`src/rtl/index_reg_bank.sv`:
```
// Bank of NUM_REGS index registers sharing one system-bus port, with inc/dec,
// register-to-register transfer and registered N/Z flags for the status unit.
module index_reg_bank #(
    parameter int                 WIDTH     = 8,
    parameter int                 NUM_REGS  = 2,
    parameter logic [WIDTH-1:0]   RESET_VAL = '0,
    localparam int                SEL_W     = (NUM_REGS > 1) ? $clog2(NUM_REGS) : 1
) (
    input  logic                      clk,
    input  logic                      reset_N,
    input  logic [WIDTH-1:0]          systemBus_IN,
    input  logic                      systemBusRead_EN,
    input  logic                      systemBusWrite_EN,
    input  logic [SEL_W-1:0]          regSelect_IN,
    input  logic                      inc_EN,
    input  logic                      dec_EN,
    input  logic                      transfer_EN,
    input  logic [SEL_W-1:0]          transferSrc_IN,
    input  logic [SEL_W-1:0]          transferDst_IN,
    output logic [WIDTH-1:0]          systemBus_OUT,
    output logic                      negative_OUT,
    output logic                      zero_OUT,
    output logic                      flagsUpdate_OUT,
    output logic [NUM_REGS*WIDTH-1:0] regAll_OUT
);

    logic [NUM_REGS-1:0][WIDTH-1:0] regs;
    logic [WIDTH-1:0]               sel_val, src_val, wr_val;
    logic [SEL_W-1:0]               wr_idx;
    logic                           sel_ok, src_ok, dst_ok, wr_en;

    assign sel_ok = int'(regSelect_IN)   < NUM_REGS;
    assign src_ok = int'(transferSrc_IN) < NUM_REGS;
    assign dst_ok = int'(transferDst_IN) < NUM_REGS;

    // Out-of-range selects read as all ones, which is also the idle bus level.
    always_comb begin
        sel_val = '1;
        src_val = '1;
        for (int i = 0; i < NUM_REGS; i++) begin
            if (regSelect_IN == SEL_W'(i))   sel_val = regs[i];
            if (transferSrc_IN == SEL_W'(i)) src_val = regs[i];
        end
    end

    // Single write port: bus load beats transfer beats inc/dec. A winning
    // request with a bad index still blocks the lower ones.
    always_comb begin
        wr_en  = 1'b0;
        wr_idx = regSelect_IN;
        wr_val = systemBus_IN;
        if (systemBusRead_EN) begin
            wr_en = sel_ok;
        end else if (transfer_EN) begin
            wr_en  = src_ok && dst_ok;
            wr_idx = transferDst_IN;
            wr_val = src_val;
        end else if (inc_EN != dec_EN) begin
            wr_en  = sel_ok;
            wr_val = inc_EN ? sel_val + WIDTH'(1) : sel_val - WIDTH'(1);
        end
    end

    always_ff @(posedge clk or negedge reset_N) begin
        if (!reset_N) begin
            regs            <= {NUM_REGS{RESET_VAL}};
            negative_OUT    <= RESET_VAL[WIDTH-1];
            zero_OUT        <= (RESET_VAL == '0);
            flagsUpdate_OUT <= 1'b0;
        end else begin
            flagsUpdate_OUT <= wr_en;
            if (wr_en) begin
                regs[wr_idx] <= wr_val;
                negative_OUT <= wr_val[WIDTH-1];
                zero_OUT     <= (wr_val == '0);
            end
        end
    end

    assign systemBus_OUT = systemBusWrite_EN ? sel_val : '1;
    assign regAll_OUT    = regs;

endmodule

```
`config.mk`:
```
export PLATFORM = sky130hd
export DESIGN_NAME = index_reg_bank
export DESIGN_NICKNAME = d
export VERILOG_FILES = /design/src/rtl/index_reg_bank.sv
export SDC_FILE = /design/constraint.sdc
export NUM_CORES = 1
export LEC_CHECK = 0
export ABC_AREA = 1
export BUFFER_PORTS_ARGS = -buffer_cell sky130_fd_sc_hd__buf_2
export CORE_UTILIZATION = 52
export DETAILED_ROUTE_END_ITERATION = 8
export GPL_TIMING_DRIVEN = 0
export PLACE_DENSITY = 0.82
export SLEW_MARGIN = 30
export SYNTH_ARGS = -nofsm -noshare
export SYNTH_HDL_FRONTEND = slang
export SYNTH_SLANG_ARGS = --single-unit
```
`constraint.sdc`:
```
create_clock -name clk -period 2.15 [get_ports clk]
set_input_delay 0 -clock clk [delete_from_list [all_inputs] [get_ports clk]]
set_output_delay 0 -clock clk [all_outputs]
set_load 0.01 [all_outputs]
```
---- After elaboration in Yosys (flattened, before gate mapping) ----
Cells that the tools add are included.
storage, ports and cells
  bits in latches ......................... 0
  flip-flop bits (word level) ............. 19
  logic and storage cells ................. 27
  memories ................................ 0
  bits in writable memories ............... 0
  bits in read-only memories .............. 0
cells by class
  bitwise logic cells ..................... 0
  add/subtract/negate cells ............... 2
  muxes and demuxes ....................... 15
  eq/ne operators ......................... 1
  reductions and logical operators ........ 2
  magnitude comparators ................... 2
  div/mod/pow operators ................... 0
  shifts and indexed selects .............. 0
  multipliers ............................. 0
operators with widths
  operator                                             number
  2-to-1 mux 8 bit                                     8
  bitwise mux 16 bit                                   1
  adder 8 x 1 -> 8 bit (second input constant)         1
  demux 8 bit (select 1 bit)                           1
  zero test 8 bit                                      1
  subtractor 8 x 1 -> 8 bit (second input constant)    1
  2-to-1 mux 1 bit                                     5
  < comparator 1 x 2 -> 1 bit (second input constant)  1
  >= comparator 1 bit (second input constant)          1
  logical AND 1 bit                                    1
  != test 1 bit                                        1

---- Depth between registers and ports, before layout ----
Gate-level depths: netlist of the first run.
  depth in word-level cells ............... 7
  gate-level depth with buffers ........... 17

---- Worst setup path after synthesis of the first run ----
No wires, ideal clock.
  kind .................................... register -> register
  from .................................... register regs, in the netlist regAll_OUT[1]
  to ...................................... register zero_OUT
  cell stages (with the launch flop) ...... 15
  data required time ...................... 2.090 ns
  period minus slack after synthesis ...... 1.878 ns
  buffers on the path ..................... 0
  library setup time ...................... 0.060 ns
  path slack .............................. 0.272 ns
  data arrival time ....................... 1.818 ns
  path through ............................ dfrtp_1 -> inv_1 -> o21ai_0 -> fa_1 -> inv_1 -> nand3_1 -> nand2_1 -> nand2_1 -> nand2_1 -> inv_1 -> nor2_1 -> nand2_1 -> nor2_1 -> nand3_1 -> nand2_1
between the ends
  word-level cells in the longest chain between the ends .. 7
  elaborated cells on any way between the ends .. 9
  classes of those cells .................. add/sub: 2; mux: 6; reduce/logical: 1
RTL lines
  item                                                               RTL line  source
  start: declaration                                                 27        logic [NUM_REGS-1:0][WIDTH-1:0] regs;
  start signal: assignment                                           66        regs <= {NUM_REGS{RESET_VAL}};
  start signal: indexed assignment                                   73        regs[wr_idx] <= wr_val;
  2-to-1 mux 8 bit                                                   41        if (regSelect_IN == SEL_W'(i)) sel_val = regs[i];
  subtractor 8 x 1 -> 8 bit or adder 8 x 1 -> 8 bit (tied branches)  60        wr_val = inc_EN ? sel_val + WIDTH'(1) : sel_val - WIDTH'(1);
  2-to-1 mux 8 bit                                                   60
  2-to-1 mux 8 bit                                                   58        end else if (inc_EN != dec_EN) begin
  2-to-1 mux 8 bit (*)                                               54        end else if (transfer_EN) begin
  2-to-1 mux 8 bit (*)                                               52        if (systemBusRead_EN) begin
  zero test 8 bit (*)                                                75        zero_OUT <= (wr_val == '0);
  end signal: assignment                                             68        zero_OUT <= (RESET_VAL == '0);
  end signal: assignment                                             75
  end: declaration                                                   22        output logic zero_OUT,
Every way passes the cells marked *; elsewhere a longest branch is shown, timed or not.
A chain may end at the register's enable or synchronous reset.

---- Final worst setup path of the first run ----
  from .................................... register regs, in the netlist regAll_OUT[5]
  to ...................................... register zero_OUT
Same word-level chain as after synthesis.

==> results.py, run 1 <==
metrics = {
    "logic_synthesis": {
        "async_flop_share_pct": 100.0,
        "yosysWarningCount": 0,
        "synth_edf_count": 0,
        "yosysSeqAreaShare_pct": 29.42,
        "ys_seq_elements": 19,
        "syn_area_mm2": 0.001620,
        "syn_avg_cell_area_um2": 6.481,
        "synth.largest_area_cell": "dfrtp_1",
        "yosysTopAreaCellShare_pct": 27.80,
        "ys_top_cells_by_area": "dfrtp_1 (28%), nand2_1 (21%), o21ai_0 (11%)",
        "syn_inst": 250,
        "synthFlopType": "dfrtp_1",
        "synth_fp_nets": 277,
        "ys_types": 26,
    },
    "grt": {
        "gr-total-overflow": 0,
        "grt_pass1_vias": 1649,
        "grt_usage_pct": 26.62,
        "antenna_found_initial": 0,
        "grt_max_degree": 20,
        "grt_first_pass_wirelength_um": 6920,
    },
    "layout": {
        "drive_gt1_share_pct": 24.34,
        "utilization_pct": 70.09,
        "antenna_cells": 0,
        "final_common_cell": "nand2_1",
        "areaGrowthSynthToFinish_pct": 23.40,
        "layout_common_cells": "nand2_1 (91), buf_2 (44), inv_1 (30), o21ai_0 (26), dfrtp_1 (18)",
        "nets": 332,
        "final_cells": 335,
    },
    "hold_path": {
        "hp-class": "input port to flip-flop",
        "hp-start": "systemBusRead_EN",
        "hold_depth": 4,
        "min_to": "zero_OUT",
    },
    "drt": {
        "drc": 3,
        "via_count": 1788,
        "drt-total-wl_um": 4318,
        "drt-initial-drc-count": 163,
        "ant_nets": 0,
        "post_drt_wl_per_cell_um": 12.89,
        "viasPerCell": 5.337,
        "drtPass1Iterations": 6,
    },
    "floorplan": {
        "core_mm2": 0.002853,
        "io_pins": 45,
        "die_area_mm2": 0.003343,
        "die_x_um": 57.82,
        "die_h_um": 57.82,
        "start_util_pct": 56.80,
        "rows": 19,
    },
    "power_and_ir_drop": {
        "p_leak_nw": 1.112,
        "peakVddDrop_mv": 0.4706,
        "power.total_w": 0.001365,
        "powerDensity_mw_per_mm2": 682.8,
    },
    "cts": {
        "cts.sinks": 19,
        "cts-root-buf": "clkbuf_4",
        "clock_latency_ns": 0.30,
        "clk_pin_slew_worst_paths_ns": 0.10,
        "numCtsBuffers": 3,
        "tritoncts": "done",
        "cts_max_path_buffers": 2,
        "htreeDepth": 1,
    },
    "setup_path": {
        "start_kind": "flip-flop",
        "worstPathMaxFanout": 4,
        "worstSetupPathType": "flip-flop to flip-flop",
        "worstRegToRegCells": 12,
        "rr_startpoint": "regAll_OUT[5]",
        "reg2reg_setup_slack_ns": 0.17,
        "worst_path_max_delay_cell": "dfrtp_1",
        "cp_data_required_time_ns": 2.40,
        "cpPeakStageDelay_ns": 0.42,
        "critPathArrivalTime_ns": 2.23,
        "timing.rr.end": "zero_OUT",
        "worstSetupEndpointType": "flip-flop",
        "worstPathCellList": "inv_1 -> o21ai_0 -> ha_1 -> nand2_1 -> nor2_1 -> nor2_1 -> nand3_1 -> nand3_2 -> nand2_2 -> a21oi_2 -> nand3_1 -> nand2_1",
    },
    "timing": {
        "timing.final.crit_share_pct": 92.10,
        "timing.hold.ws_ns": 0.009181,
        "slew_headroom_pct": 72.17,
        "hold_viol_final": 0,
        "max_freq_ghz": 0.5050,
        "period_needed_ns": 1.980,
        "finClkSkew_ns": 0.004816,
        "drv_slew": 0,
        "worst_pin_slew_ns": 0.4175,
        "setup_violations": 0,
    },
    "flow_run": {
        "max_cap_viol_count": 0,
    },
    "placed_design": {
        "port_buffers": 43,
        "place.gp.congestion": 0.8415,
        "placed_cells": 324,
        "place_hpwl_um": 3393,
    },
    "outcome": {
        "outcome": "finished with violations",
        "failed_checks": "design-rule violations",
    },
}
==> per-stage QoR <==
step           instance area, um2  TNS [ns]  worst slack, ns
3_3_place_gp                 1874   -0.4108          -0.1699
3_5_place_dp                 1874   -0.8186          -0.1956
6_report                     1999         0           0.1698
4_1_cts                      1921         0          0.02330
2_1_floorplan                1620         0           0.2722
5_1_grt                      1999  -0.01131         -0.01131
==> timing repair <==
action	CTS	global route
hold endpoints to repair	20	0
hold buffers	2	0
buffers inserted	0	5
resized for setup	0	23
endpoints found under the setup margin	0	10
==> cell type report <==
type                       count  area (um2)
fill                         251       853.3
buffer                         7       75.07
inverter                      33       123.9
clock buffer                   4       26.28
timing repair buffer          50       272.8
multi-input combinational    191       985.9
sequential                    19       476.7
tap                           31       38.79
==> synthesized netlist by cell type (2+ instances only) <==
library cell,count
ha_1,8
nand3_1,14
inv_1,32
a21oi_1,13
or2_2,2
o211ai_1,6
clkbuf_1,2
dfrtp_1,18
buf_4,2
nor2_1,11
xnor2_1,2
o21ai_0,35
nand2_1,92
==> critical path, delay by kind of cell, from the launching register on <==
kind | cells | cell delay (ns)
fa+ha+maj | 1 | 0.33
compound gates | 2 | 0.41
simple gates | 8 | 0.69
buf+inv | 1 | 0.07
flops | 1 | 0.42
==> registers in the layout (all words and copies together) (netlist names) <==
register	cells
flagsUpdate_OUT	1
negative_OUT	1
regAll_OUT	16
zero_OUT	1
==> kinds of logic (layout without fill, tap and decap cells) <==
family | Yosys count | after routing | share of synthesized area [%]
AOI/OAI and AO/OA | 56 | 56 | 18.46
xor gates and xnor gates | 3 | 3 | 1.622
adders and majority gates | 9 | 9 | 7.413
buffers and inverters | 40 | 94 | 12.20
DFF | 19 | 19 | 29.42
and+or+nand+nor | 123 | 123 | 30.89
==> per-layer routing <==
metal	routed length (um)	up-vias	global-route usage (%)
met1	1995	817	35.44
met5	0	-	0
li1	-	911	-
met3	151	9	1.116
met4	78	0	11.90
met2	2092	51	45.16
==> how the worst max path moves through the flow <==
| stage | startpoint | to | cells past startpoint |
|---|---|---|---|
| floorplan | regAll_OUT[1] | zero_OUT | 14 |
| global placement | regSelect_IN | zero_OUT | 14 |
| detailed placement | regSelect_IN | zero_OUT | 14 |
| CTS | regAll_OUT[9] | zero_OUT | 12 |
| global route | regAll_OUT[4] | regAll_OUT[15] | 14 |
| finish | regAll_OUT[5] | zero_OUT | 12 |
==> power breakdown <==
part / internal [W] / total (W) / switching (W)
combinational: 0.000287 / 0.000704 / 0.000416
sequential: 0.000422 / 0.000485 / 0.0000627
clock: 0.0000724 / 0.000177 / 0.000104
total: 0.000782 / 0.00137 / 0.000583
Power figures use the tool's default switching activity.
==> run 2, diff against run 1 <==
Settings changed: RECOVER_POWER from default to 25.
==> run 2 against run 1 <==
  * The run still ends with design-rule violations left
  * Clock skew unchanged
  * Design area about the same
  * Flip-flop and latch count unchanged
  * Critical path type unchanged
  * Clock-buffer cell count unchanged
  * First-iteration DRC count unchanged
  * Hold slack unchanged
  * Critical endpoint unchanged
  * Register-to-register slack about the same
  * Global-route usage unchanged
  * Non-clock buffer count unchanged
  * Clock power about the same
==> results.py, run 2 (synthesis gave the netlist of run 1 again) <==
metrics = {
    "outcome": {
        "outcome": "finished with violations",
        "failed_checks": "design-rule violations",
    },
    "cts": {
        "numCtsBuffers": 3,
        "cts.sinks": 19,
        "cts_max_path_buffers": 2,
        "tritoncts": "done",
        "clock_latency_ns": 0.30,
        "htreeDepth": 1,
        "clk_pin_slew_worst_paths_ns": 0.10,
        "cts-root-buf": "clkbuf_4",
    },
    "floorplan": {
        "die_area_mm2": 0.003343,
        "die_h_um": 57.82,
        "rows": 19,
        "start_util_pct": 56.80,
        "io_pins": 45,
        "core_mm2": 0.002853,
        "die_x_um": 57.82,
    },
    "setup_path": {
        "worst_path_max_delay_cell": "dfrtp_1",
        "worstPathMaxFanout": 4,
        "worstSetupPathType": "flip-flop to flip-flop",
        "rr_startpoint": "regAll_OUT[5]",
        "cpPeakStageDelay_ns": 0.42,
        "cp_data_required_time_ns": 2.40,
        "crit_start": "regAll_OUT[5]",
        "worstSetupEndpointType": "flip-flop",
        "critPathArrivalTime_ns": 2.23,
        "worstPathCellList": "inv_1 -> o21ai_0 -> ha_1 -> nand2_1 -> nor2_1 -> nor2_1 -> nand3_1 -> nand3_2 -> nand2_2 -> a21oi_2 -> nand3_1 -> nand2_1",
        "start_kind": "flip-flop",
    },
    "power_and_ir_drop": {
        "power.internal_w": 0.0007817,
        "powerDensity_mw_per_mm2": 683.1,
        "peakVddDrop_mv": 0.4706,
        "pwr-share-clk_pct": 12.9,
        "power.total_w": 0.001365,
        "seqPwrFrac_pct": 35.5,
        "power_switching_share_pct": 42.73,
        "p_leak_nw": 1.109,
        "p_comb_share_pct": 51.5,
        "switchingPower_w": 0.0005833,
    },
    "layout": {
        "final_common_cell": "nand2_1",
        "drive_gt1_share_pct": 24.01,
        "final_area_mm2": 0.001998,
        "antenna_cells": 0,
        "largest_register_ffs": 16,
        "nets": 332,
        "areaGrowthSynthToFinish_pct": 23.32,
        "layout_common_cells": "nand2_1 (91), buf_2 (43), inv_1 (30), o21ai_0 (26), dfrtp_1 (18)",
    },
    "timing": {
        "timing.final.crit_share_pct": 92.10,
        "setup_violations": 0,
        "finClkSkew_ns": 0.004816,
        "period_needed_ns": 1.980,
        "max_freq_ghz": 0.5050,
        "worst_pin_slew_ns": 1.006,
        "slew_headroom_pct": 32.93,
        "hold_viol_final": 0,
        "drv_slew": 0,
    },
    "drt": {
        "via_count": 1788,
        "drt-initial-drc-count": 163,
        "post_drt_wl_per_cell_um": 12.89,
        "drtPass1Iterations": 6,
        "ant_nets": 0,
        "drt-total-wl_um": 4318,
        "viasPerCell": 5.337,
        "drc": 3,
    },
    "grt": {
        "antenna_found_initial": 0,
        "grt_first_pass_wirelength_um": 6920,
        "grt_pass1_vias": 1649,
        "grt_usage_pct": 26.62,
        "gr-total-overflow": 0,
        "grt_max_degree": 20,
    },
    "placed_design": {
        "port_buffers": 43,
        "place_hpwl_um": 3393,
        "place.gp.congestion": 0.8415,
        "place_area_mm2": 0.001874,
    },
    "flow_run": {
        "max_cap_viol_count": 0,
    },
    "hold_path": {
        "hp-start": "systemBusRead_EN",
        "hp-class": "input port to flip-flop",
    },
}
-- run 2: cell types whose count changed in the layout (fill, tap and decap cells not counted), sizes merged --
cell	delta
buf	-1
clkbuf	+1
-- run 2: repair_timing --
action	CTS	global route
hold endpoints to repair	20	0
buffers inserted	0	5
endpoints found under the setup margin	0	10
hold buffers	2	0
resized for setup	0	23
-- run 2: critical path, delay by kind of cell, from the launching register on --
kind,cells,cell delay (ns)
flops,1,0.42
compound gates,2,0.41
buf+inv,1,0.07
fa+ha+maj,1,0.33
simple gates,8,0.69
-- run 2: path summary, 6_finish.rpt --
check | to | slack, ns | cells after the start
hold reg to reg | zero_OUT | 0.47 | 2
max in group asynchronous | regAll_OUT[4] | 1.17 | 2
hold / removal | zero_OUT | 0.009 | 4
setup reg to reg | zero_OUT | 0.17 | 12
setup / recovery | zero_OUT | 0.17 | 12
min in group asynchronous | negative_OUT | 0.38 | 2
-- run 2: metal layers --
| metal | global-route usage (%) | vias to the layer above | wire [um] |
|---|---|---|---|
| li1 | - | 911 | - |
| met4 | 11.90 | 0 | 78 |
| met3 | 1.116 | 9 | 151 |
| met1 | 35.44 | 817 | 1995 |
| met2 | 45.16 | 51 | 2092 |
| met5 | 0 | - | 0 |
-- run 2: cell type report --
| cell class | instances | area (um2) |
|---|---|---|
| multi-input combinational | 191 | 985.9 |
| fill | 252 | 854.6 |
| sequential | 19 | 476.7 |
| timing repair buffer | 50 | 271.5 |
| inverter | 33 | 123.9 |
| buffer | 7 | 75.07 |
| tap | 31 | 38.79 |
| clock buffer | 4 | 26.28 |
-- run 2: per-stage QoR --
step,setup slack (ns),setup TNS [ns],cells,utilization (%),hold WS (ns)
3_3_place_gp,-0.1699,-0.4108,324,65.70,-0.04469
6_report,0.1698,0,335,70.04,0.009181
5_1_grt,-0.01131,-0.01131,335,70.04,0.02839
2_1_floorplan,0.2722,0,250,-,-0.2956
3_5_place_dp,-0.1956,-0.8186,324,65.70,-0.04434
4_1_cts,0.02330,0,330,67.32,0.01064
-- run 2: power by group through the flow --
stage | sequential, W | combinational [W] | clock [W]
2_1_floorplan | 0.000511 | 0.000400 | 0
3_3_place_gp | 0.000491 | 0.000622 | 0
3_5_place_dp | 0.000489 | 0.000634 | 0
4_1_cts | 0.000483 | 0.000642 | 0.000180
5_1_grt | 0.000489 | 0.000789 | 0.000197
6_report | 0.000485 | 0.000704 | 0.000177
==> run 3, diff against run 2 <==
Settings changed: CORE_UTILIZATION 52 to 45, GPL_TIMING_DRIVEN 0 to default, PLACE_DENSITY 0.82 to 0.72.
==> run 3 against run 2 <==
  * The flow now finishes without violations
  * Hold slack better by 0.038 ns
  * Die area rose by 15%
  * Utilization shrank 12 points
  * Non-clock buffer count is 3 lower
  * Largest cell class unchanged
==> results.py, run 3 (synthesis gave the netlist of run 1 again) <==
metrics = {
    "grt": {
        "grt_first_pass_wirelength_um": 6789,
        "grt_pass1_vias": 1504,
        "antenna_found_initial": 0,
        "grt_max_degree": 22,
        "grt_usage_pct": 24.13,
        "gr-total-overflow": 0,
    },
    "timing": {
        "worst_pin_slew_ns": 1.043,
        "tns_ns": 0,
        "hold_viol_final": 0,
        "slew_headroom_pct": 30.49,
        "drv_slew": 0,
        "finClkSkew_ns": 0.004625,
        "max_freq_ghz": 0.4955,
        "timing.final.crit_share_pct": 93.87,
        "fin_ws_ns": 0.1318,
        "period_needed_ns": 2.018,
        "setup_violations": 0,
        "rsz0062_at_grt": "yes",
    },
    "layout": {
        "antenna_cells": 0,
        "nets": 329,
        "drive_gt1_share_pct": 22.26,
        "final_common_cell": "nand2_1",
        "layout_common_cells": "nand2_1 (89), buf_2 (43), inv_1 (32), o21ai_0 (28), dfrtp_1 (18)",
        "final_area_mm2": 0.001957,
        "areaGrowthSynthToFinish_pct": 20.77,
        "largest_register_ffs": 16,
        "final_cells": 347,
    },
    "power_and_ir_drop": {
        "switchingPower_w": 0.0005810,
        "power.internal_w": 0.0007688,
        "p_leak_nw": 1.077,
        "pwr-share-clk_pct": 13.9,
        "peakVddDrop_mv": 0.4911,
        "p_comb_share_pct": 50.4,
        "seqPwrFrac_pct": 35.7,
        "powerDensity_mw_per_mm2": 689.7,
        "power_switching_share_pct": 43.04,
    },
    "placed_design": {
        "place_hpwl_um": 3351,
        "place_area_mm2": 0.001854,
        "placed_cells": 337,
        "port_buffers": 44,
        "dp_slack_ns": 0.04194,
        "place.gp.congestion": 0.8335,
    },
    "drt": {
        "viasPerCell": 5.092,
        "via_count": 1767,
        "post_drt_wl_per_cell_um": 12.22,
        "drc": 0,
        "drt-initial-drc-count": 84,
        "ant_nets": 0,
        "drt-total-wl_um": 4242,
        "drtPass1Iterations": 4,
    },
    "cts": {
        "cts-root-buf": "clkbuf_4",
        "htreeDepth": 1,
        "numCtsBuffers": 3,
        "cts_max_path_buffers": 2,
        "clock_latency_ns": 0.30,
        "tritoncts": "done",
        "cts.sinks": 19,
        "clk_pin_slew_worst_paths_ns": 0.11,
    },
    "outcome": {
        "outcome": "finished, final reports clean",
    },
    "setup_path": {
        "start_kind": "flip-flop",
        "worstSetupPathType": "flip-flop to flip-flop",
        "worstSetupEndpointType": "flip-flop",
        "cp_data_required_time_ns": 2.41,
        "reg2reg_setup_slack_ns": 0.13,
        "critPathArrivalTime_ns": 2.28,
        "worstRegToRegCells": 14,
        "worstPathMaxFanout": 4,
    },
    "hold_path": {
        "hp-class": "input port to flip-flop",
        "hold_depth": 5,
    },
    "floorplan": {
        "die_x_um": 62.01,
        "rows": 21,
        "io_pins": 45,
        "die_area_mm2": 0.003845,
        "core_mm2": 0.003390,
        "die_h_um": 62.01,
        "start_util_pct": 47.80,
    },
    "flow_run": {
        "max_cap_viol_count": 0,
    },
}
==> run 3: cell type report <==
class                   count  area, um2
flip-flops and latches     19      476.7
repair buffers             54      301.5
multi-input cells         191      970.9
inverters                  33      123.9
clock buffers               4      26.28
fillers                   345       1433
well taps                  46      57.56
==> run 3: timing repair <==
| item | CTS | global route |
|---|---|---|
| hold endpoints to repair | 21 | 0 |
| hold buffers | 3 | 0 |
| resized for setup | 0 | 15 |
| endpoints found under the setup margin | 0 | 10 |
| buffers inserted | 0 | 3 |
==> run 3: power by group through the flow <==
stage | clock [W] | combinational, W | sequential, W
final | 0.000188 | 0.000680 | 0.000481
after CTS | 0.000193 | 0.000643 | 0.000479
after global placement | 0 | 0.000634 | 0.000485
after floorplan | 0 | 0.000400 | 0.000511
after global routing | 0.000201 | 0.000783 | 0.000491
after detailed placement | 0 | 0.000635 | 0.000485
==> run 3: final timing paths <==
path,start,end
max in group asynchronous,reset_N,regAll_OUT[8]
worst max register to register,regAll_OUT[11],zero_OUT
worst min-delay path,systemBus_IN[7],zero_OUT
worst min register to register,zero_OUT,zero_OUT
worst max-delay path,regAll_OUT[11],zero_OUT
min in group asynchronous,reset_N,regAll_OUT[0]
==> run 3: per-layer routing <==
metal / track usage, % / share of wire (%)
met5: 0 / 0
met4: 7.302 / 1.1
met3: 2.277 / 5.1
met2: 37.84 / 46
met1: 35.14 / 48
==> run 3: critical path: stages, from the launching register on <==
cell and delay (ns):
dfrtp_1 0.44, nand2_1 0.10, o21ai_1 0.10, ha_1 0.34
nand2_1 0.09, nand2_1 0.07, inv_1 0.07, nand3b_1 0.07
nand3_1 0.11, nand3_1 0.07, o21ai_1 0.14, nand2_1 0.08
nor2_1 0.13, nand3_1 0.08, nand2_1 0.07
==> run 3: per-stage QoR <==
step / util, % / hold WS, ns / power, W
after global placement: 54.71 / -0.03591 / 0.001118
after floorplan: - / -0.2956 / 0.0009111
after global routing: 57.73 / 0.06066 / 0.001475
after CTS: 56.37 / 0.03929 / 0.001314
after detailed placement: 54.71 / -0.03183 / 0.001120
final: 57.73 / 0.04740 / 0.001350
